--- src/rtl/char_feeder_if.sv ---
// Producer-side byte handshake plus the per-cycle character stream towards id_fsm.
// The slave modport is the char_feeder view; master is the producer/consumer view.
interface char_feeder_if #(
    parameter int unsigned DEPTH = 8
);
    logic [7:0]              in_char;
    logic                    in_valid;
    logic                    in_ready;
    logic                    hold;
    logic [7:0]              char;
    logic                    char_valid;
    logic [$clog2(DEPTH):0]  count;
    logic                    overflow;

    modport master (
        output in_char, in_valid, hold,
        input  in_ready, char, char_valid, count, overflow
    );

    modport slave (
        input  in_char, in_valid, hold,
        output in_ready, char, char_valid, count, overflow
    );
endinterface

--- src/rtl/char_feeder.sv ---
// Small FIFO that turns a valid/ready byte stream into one registered character per
// clock for id_fsm, substituting FILL whenever nothing is buffered.
module char_feeder #(
    parameter int unsigned DEPTH = 8,
    parameter logic [7:0]  FILL  = 8'h20
) (
    input logic          clk,
    input logic          reset,
    char_feeder_if.slave bus
);
    localparam int unsigned AW = $clog2(DEPTH);
    localparam int unsigned CW = AW + 1;
    localparam logic [CW-1:0] FULL = CW'(DEPTH);

    logic [7:0]    mem [DEPTH];
    logic [AW-1:0] wr_ptr;
    logic [AW-1:0] rd_ptr;
    logic [CW-1:0] count_r;
    logic [7:0]    char_r;
    logic          char_valid_r;
    logic          overflow_r;
    logic          push;
    logic          pop;

    // Ready depends only on the registered count, so a pop never frees a slot
    // in the same cycle.
    assign bus.in_ready   = (count_r != FULL);
    assign bus.char       = char_r;
    assign bus.char_valid = char_valid_r;
    assign bus.count      = count_r;
    assign bus.overflow   = overflow_r;

    assign push = bus.in_valid && bus.in_ready;
    assign pop  = !bus.hold && (count_r != '0);

    always_ff @(posedge clk) begin
        if (push) begin
            mem[wr_ptr] <= bus.in_char;
        end
    end

    always_ff @(posedge clk or posedge reset) begin
        if (reset) begin
            wr_ptr       <= '0;
            rd_ptr       <= '0;
            count_r      <= '0;
            char_r       <= FILL;
            char_valid_r <= 1'b0;
            overflow_r   <= 1'b0;
        end else begin
            if (push) begin
                wr_ptr <= wr_ptr + AW'(1);
            end

            if (pop) begin
                char_r       <= mem[rd_ptr];
                char_valid_r <= 1'b1;
                rd_ptr       <= rd_ptr + AW'(1);
            end else if (!bus.hold) begin
                char_r       <= FILL;
                char_valid_r <= 1'b0;
            end

            case ({push, pop})
                2'b10:   count_r <= count_r + CW'(1);
                2'b01:   count_r <= count_r - CW'(1);
                default: count_r <= count_r;
            endcase

            if (bus.in_valid && !bus.in_ready) begin
                overflow_r <= 1'b1;
            end
        end
    end
endmodule
--- src/flat_wrapper.sv ---
// flat-port wrapper written by rule: the top's interface ports become plain ports
module char_feeder_flat 
#(
    parameter int unsigned DEPTH = 8,
    parameter logic [7:0]  FILL  = 8'h20
)
  (clk, reset, bus_in_char, bus_in_valid, bus_hold, bus_in_ready, bus_char, bus_char_valid, bus_count, bus_overflow);
  char_feeder_if #(.DEPTH(DEPTH)) bus_i ();
  input logic clk;
  input logic reset;
  input wire logic [$bits(bus_i.in_char)-1:0] bus_in_char;
  input wire logic [$bits(bus_i.in_valid)-1:0] bus_in_valid;
  input wire logic [$bits(bus_i.hold)-1:0] bus_hold;
  output wire logic [$bits(bus_i.in_ready)-1:0] bus_in_ready;
  output wire logic [$bits(bus_i.char)-1:0] bus_char;
  output wire logic [$bits(bus_i.char_valid)-1:0] bus_char_valid;
  output wire logic [$bits(bus_i.count)-1:0] bus_count;
  output wire logic [$bits(bus_i.overflow)-1:0] bus_overflow;
  assign bus_i.in_char = bus_in_char;
  assign bus_i.in_valid = bus_in_valid;
  assign bus_i.hold = bus_hold;
  assign bus_in_ready = bus_i.in_ready;
  assign bus_char = bus_i.char;
  assign bus_char_valid = bus_i.char_valid;
  assign bus_count = bus_i.count;
  assign bus_overflow = bus_i.overflow;
  char_feeder #(.DEPTH(DEPTH), .FILL(FILL)) u_core (.clk(clk), .reset(reset), .bus(bus_i));
endmodule
--- config.mk ---
export PLATFORM = sky130hd
export DESIGN_NAME = char_feeder_flat
export DESIGN_NICKNAME = d
export VERILOG_FILES = /design/src/rtl/char_feeder_if.sv /design/src/rtl/char_feeder.sv /design/src/flat_wrapper.sv
export SDC_FILE = /design/constraint.sdc
export NUM_CORES = 1
export LEC_CHECK = 0
export ABC_AREA = 1
export CAP_MARGIN = 20
export CELL_PAD_IN_SITES_DETAIL_PLACEMENT = 1
export CELL_PAD_IN_SITES_GLOBAL_PLACEMENT = 2
export CORE_UTILIZATION = 26
export CTS_CLUSTER_SIZE = 16
export DETAILED_ROUTE_END_ITERATION = 8
export GPL_ROUTABILITY_DRIVEN = 1
export PLACE_DENSITY = 0.65
export RECOVER_POWER = 50
export SYNTH_ARGS = -nofsm -noshare
export SYNTH_HDL_FRONTEND = slang
export SYNTH_SLANG_ARGS = --single-unit
--- constraint.sdc ---
create_clock -name clk -period 2.7 [get_ports clk]
set_clock_uncertainty 0.05 [all_clocks]
set_input_delay 0.27 -clock clk [delete_from_list [all_inputs] [get_ports clk]]
set_output_delay 0.27 -clock clk [all_outputs]
set_load 0.01 [all_outputs]
# After elaboration in Yosys (flattened, before gate mapping)
# Memories as Yosys holds them, arrays and structs flattened.
# Cells that the tools add are included.
[totals] ff_bits=20 latchBits=0 mem_bits_rw=64 mem_bits_ro=0 input_bits=12 out_inout_bits=15 word_cells=29 memories=1
[op_classes] add_sub_neg=4 mul=0 div=0 n_lt_le_gt_ge=0 eq_ne=4 n_shift=0 mux=7 n_bitwise=0 n_reduce_logical=7
[mem_list] name="u_core.mem" words=8 word_bits=8 rd=1 rd_clocked_by_memory_dff=0 wr=1 line_no="char_feeder.sv:15" rtl="logic [7:0] mem [DEPTH];"
[ops] op="two-way mux 8 bit" count=2
[ops] op="one-hot mux 4 bit (2 select lines)" count=1
[ops] op="adder 3 x 1 -> 3 bit, second input constant" count=2
[ops] op="adder 4 x 1 -> 4 bit, second input constant" count=1
[ops] op="two-way mux 1 bit" count=4
[ops] op="!= test 4 bit, second input constant" count=1
[ops] op="nonzero test 4 bit" count=1
[ops] op="subtractor 4 x 1 -> 4 bit, second input constant" count=1
[ops] op="logical AND 1 bit" count=3
[ops] op="equality test 2 x 1 -> 1 bit, second input constant" count=1
[ops] op="equality test 2 bit, second input constant" count=1
[ops] op="zero test 1 bit" count=2
[ops] op="!= test 2 x 1 -> 1 bit, second input constant" count=1
[ops] op="nonzero test 2 bit" count=1

# Depth between registers and ports, before layout
[logic_depth] ltp_word=4 mapped_depth=12 mapped_depth_nobuf=12

# Worst setup path after synthesis
# No wires, ideal clock.
[synth_path] kind="register -> register" start="register u_core.count_r[0], in the netlist u_core.bus.count[0]" end="register u_core.count_r[2], in the netlist u_core.bus.count[2]" setup_ps=82 t_arrival_ps=1842 required_time_ps=2568 slack_ps=726 path_stages_with_launch=12 path_buffers=1 period_less_slack_ps=1974 path_cell_list="dfrtp_1 > nor2_2 > a21oi_4 > buf_6 > ha_1 > nand2_1 > clkinv_1 > nor2_1 > ha_1 > a21oi_1 > or2_0 > a31oi_1"
[synth_between] elab_chain_len=4 word_cells_on_any_way=10 cone_classes="2 x add/sub; 3 x eq/ne; 1 x mux; 4 x reduce/logical"
[synth_rtl] element="start, declared" line_no="char_feeder.sv:18" rtl="logic [CW-1:0] count_r;"
[synth_rtl] element="start signal, assigned" line_no="char_feeder.sv:65" rtl="2'b10: count_r <= count_r + CW'(1);"
[synth_rtl] element="start signal, assigned" line_no="char_feeder.sv:66" rtl="2'b01: count_r <= count_r - CW'(1);"
[synth_rtl] element="start signal, assigned" line_no="char_feeder.sv:67" rtl="default: count_r <= count_r;"
[synth_rtl] element="nonzero test 4 bit (*)" line_no="char_feeder.sv:34" rtl="assign pop = !bus.hold && (count_r != '0);"
[synth_rtl] element="logical AND 1 bit (*)" line_no="char_feeder.sv:34"
[synth_rtl] element="net u_core.pop" line_no="char_feeder.sv:23" rtl="logic pop;"
[synth_rtl] element="equality test 2 x 1 -> 1 bit or equality test 2 bit (tied branches)" line_no="char_feeder.sv:64" rtl="case ({push, pop})"
[synth_rtl] element="one-hot mux 4 bit (2 select lines) or nonzero test 2 bit (tied branches)"
# The timed path passes the listed nets; every way through them passes the cells marked *.
# A chain may end at the register's enable or synchronous reset.

# Worst setup path after layout
[layout_path] start="register u_core.count_r[0], in the netlist u_core.bus.count[0]" end="register u_core.count_r[2], in the netlist u_core.bus.count[2]"
[layout_between] elab_chain_len=4 word_cells_on_any_way=10 cone_classes="2 x add/sub; 3 x eq/ne; 1 x mux; 4 x reduce/logical"
[layout_rtl] element="!= test 4 bit or nonzero test 4 bit (tied branches)" line_no="char_feeder.sv:27, char_feeder.sv:34"
[layout_rtl] element="logical AND 1 bit, on equally long branches" line_no="char_feeder.sv:33, char_feeder.sv:34"
[layout_rtl] element="equality test 2 x 1 -> 1 bit or equality test 2 bit (tied branches)" line_no="char_feeder.sv:64"
[layout_rtl] element="one-hot mux 4 bit (2 select lines) or nonzero test 2 bit (tied branches)"
# Several ways; a longest one is shown, not always the timed one.

==> results.sh <==
export IMPL_status="completed"
export IMPL_cts_root_buf="clkbuf_16"
export IMPL_period_needed_ns=2.223
export IMPL_fin_util_pct=32.22
export IMPL_netSwitchingPower_mw=1.703
export IMPL_p_int_mw=3.053
export IMPL_path_cells="nor2_1, nand3_1, nand2_1, ha_1, nor2_1, nor2_1, ha_1, a21oi_1, or2_0, a31oi_1"
export IMPL_post_route_period_util_pct=82.35
export IMPL_clk_path_buf_depth=2
export IMPL_finalPower_mw=4.756
export IMPL_synth_xor_area_share_pct=1.445
export IMPL_avgSynthCellArea_um2=11.49
export IMPL_place_congestion=0.7778
export IMPL_netSwitchingFraction_pct=35.80
export IMPL_fin_nets=360
export IMPL_cp_buffers_inverters=0
export IMPL_initial_core_util_pct=26.70
export IMPL_cpMaxStageDelayCell="dfrtp_1"
export IMPL_drt_iter0_drc=107
export IMPL_p_leak_nw=1.623
export IMPL_drive_gt1_share_pct=11.21
export IMPL_grt_start_max_net_pins=33
export IMPL_synth_area_um2=3550
export IMPL_synth_seq_cells=84
export IMPL_slew_violations=0
export IMPL_die_h_um=118.8
export IMPL_synthFlopType="edfxtp_1"
export IMPL_antenna_found_initial=0
export IMPL_synth_compound_area_share_pct=5.569
export IMPL_crit_fanout=5
export IMPL_routed_via_count=2280
export IMPL_tightest_slew_ns=0.8124
export IMPL_synth_edff_count=64
export IMPL_firstDrtPassIters=4
export IMPL_yosys_warnings=0
export IMPL_htreeDepth=3
export IMPL_grt_setup_unrepaired="no"
export IMPL_hold_slack_ns=0.4257
export IMPL_hold_viol=0
export IMPL_cts_tree="yes"
export IMPL_drc=0
export IMPL_rows=42
export IMPL_core_area_um2=13300
export IMPL_syn_inst=309
export IMPL_routed_wl_um=8213
export IMPL_power_frac_seq_pct=39.3
export IMPL_insertion_delay_ns=0.34
export IMPL_grt_ovfl_total=0
export IMPL_die_w_um=118.8
export IMPL_ys_seq_area_share_pct=68.28
export IMPL_grt_first_pass_wirelength_um=13310
export IMPL_crit_path_end_kind="register"
export IMPL_synth_cell_types=32
export IMPL_slowest_delay_ns=0.44
export IMPL_peakVddDrop_mv=0.3442
export IMPL_synthSimpleGateAreaFrac_pct=18.29
export IMPL_grt_pass1_vias=2359
export IMPL_max_cap_viol_count=0
export IMPL_crit_arrival_ns=2.44
export IMPL_cts_repair_resized=0
export IMPL_relSlewSlack_pct=45.78
export IMPL_async_reset_ff_share_pct=23.81
export IMPL_cts_setup_buffers=0
export IMPL_pin_count=27
export IMPL_cts_sinks=84
export IMPL_synth_fa_ha_area_share_pct=1.762
export IMPL_nFillCells=1488
export IMPL_critical_path_class="reg2reg"
export IMPL_muxShareOfSynthArea_pct=0
export IMPL_startpoint_type="register"
export IMPL_p_clk_share_pct=26.3
export IMPL_final_setup_viol_count=0
export IMPL_cp_required_ns=2.91
export IMPL_comb_power_share_pct=34.5
export IMPL_fin_setup_tns_ns=0
export IMPL_area_growth_pct=20.69
export IMPL_dieArea_um2=14120
export IMPL_cts_inserted_buffers=9
export IMPL_dpl_hpwl_um=5394
export IMPL_hp_class="reg2reg"
export IMPL_ant_nets=0
export IMPL_cts_clk_slew_worst_paths_ns=0.06
export IMPL_viasPerCell=4.351
export IMPL_synth_top_family_by_area="simple AND/OR/NAND/NOR gates"
export IMPL_syn_num_nets=326
export IMPL_cts_hold_buf=0
export IMPL_max_freq_mhz=449.8
export IMPL_powerDensity_nw_per_um2=1110
export IMPL_cp_top_family="simple AND/OR/NAND/NOR gates"
export IMPL_antenna_cells=0
export IMPL_path_common_cell="nor2_1"
export IMPL_grt_util_all_layers_pct=12.87
export IMPL_detail_route_wl_per_cell_um=15.67
export IMPL_port_buffers=26
[cell families (layout without fill, tap and decap cells)]
family                   count (synthesis)  after routing
AO/OA/AOI/OAI                           36             36
XOR/XNOR                                 5              5
adder cells (fa/ha/maj)                  5              5
buffers and inverters                   28             67
flip-flops                              84             84
AND/OR/NAND/NOR                        151            151
[worst paths after layout]
check | start | end | cells after the start | slack (ns)
min reg2reg | u_core.bus.char[0] | u_core.bus.char[0] | 2 | 0.43
max in group asynchronous | reset | u_core.wr_ptr[2] | 2 | 1.61
max reg2reg | u_core.bus.count[0] | u_core.bus.count[2] | 10 | 0.48
min in group asynchronous | reset | u_core.bus.char_valid | 2 | 0.48
max | u_core.bus.count[0] | u_core.bus.count[2] | 10 | 0.48
min | u_core.bus.char[0] | u_core.bus.char[0] | 2 | 0.43
[power by group through the flow]
stage | Combinational, mW | Clock, mW | Sequential [mW]
5_1_grt | 1.86 | 1.34 | 1.90
4_1_cts | 1.70 | 1.29 | 1.88
6_report | 1.64 | 1.25 | 1.87
3_3_place_gp | 1.67 | 0 | 1.90
2_1_floorplan | 1.13 | 0 | 1.89
3_5_place_dp | 1.69 | 0 | 1.90
[placed cells by master (no fill, tap or decap)]
cell / instances
clkbuf_16: 9
a21oi_4: 1
o21ai_1: 29
bufinv_16: 1
ha_1: 5
dlygate4sd3_1: 9
inv_2: 2
xor2_2: 1
clkinv_4: 2
inv_6: 2
inv_4: 1
clkinv_2: 2
nor2_2: 4
xnor2_1: 2
nor2_1: 65
a31oi_1: 1
o21bai_1: 1
o21ai_0: 2
nand3_1: 32
nand2_1: 46
inv_1: 11
clkdlybuf4s50_1: 17
or2_4: 1
clkinv_1: 1
dfstp_2: 1
or2_0: 1
dfrtp_1: 19
buf_4: 10
edfxtp_1: 64
xor2_1: 2
nand2_4: 1
nand2_2: 1
a21o_1: 1
a21oi_1: 1
[area by class of cell]
cell class	count	area [um2]	share of cell area, %
clock buffers	9	225.2	5.257
clock inverters	7	75.07	1.752
inverters	15	58.81	1.373
multi-input cells	197	945.9	22.08
flip-flops and latches	84	2424	56.57
well taps	176	220.2	5.140
repair buffers	36	335.3	7.827
[registers in the layout, summed over array words and instances, names as in the netlist]
signal,flops
u_core.bus.overflow,1
u_core.mem,64
u_core.wr_ptr,3
u_core.rd_ptr,3
u_core.bus.char,8
u_core.bus.count,4
u_core.bus.char_valid,1
[metal layers]
metal | part of all wire (%) | GRT usage [%]
met3 | 3.4 | 3.209
met2 | 47 | 20.69
met4 | 1.2 | 4.509
met5 | 0 | 0
met1 | 49 | 16.83
[cell usage after synthesis, drive strengths merged (2+ instances only)]
cell type	n	area [um2]
nor2	69	271.5
edfxtp	64	1922
nand2	48	197.7
nand3	32	165.2
o21ai	31	155.1
dfrtp	19	475.5
inv	14	55.06
buf	11	97.58
ha	5	62.56
xor2	3	33.79
a21oi	2	21.27
clkbuf	2	8.750
or2	2	15.02
xnor2	2	17.52
[per-stage QoR]
step           cell area, um2  instances  setup slack (ns)
2_1_floorplan            3550        309            0.7264
3_3_place_gp             3999        508            0.6179
3_5_place_dp             3999        508            0.5665
4_1_cts                  4299        524            0.6277
5_1_grt                  4284        524            0.2758
6_report                 4284        524            0.4766
[worst min-delay path: cells and delay by family (launching register included)]
family / cells / cell delay (ns)
AND/OR/NAND/NOR: 2 / 0.10
flip-flops: 1 / 0.34
(Power assumes the default switching activity.)
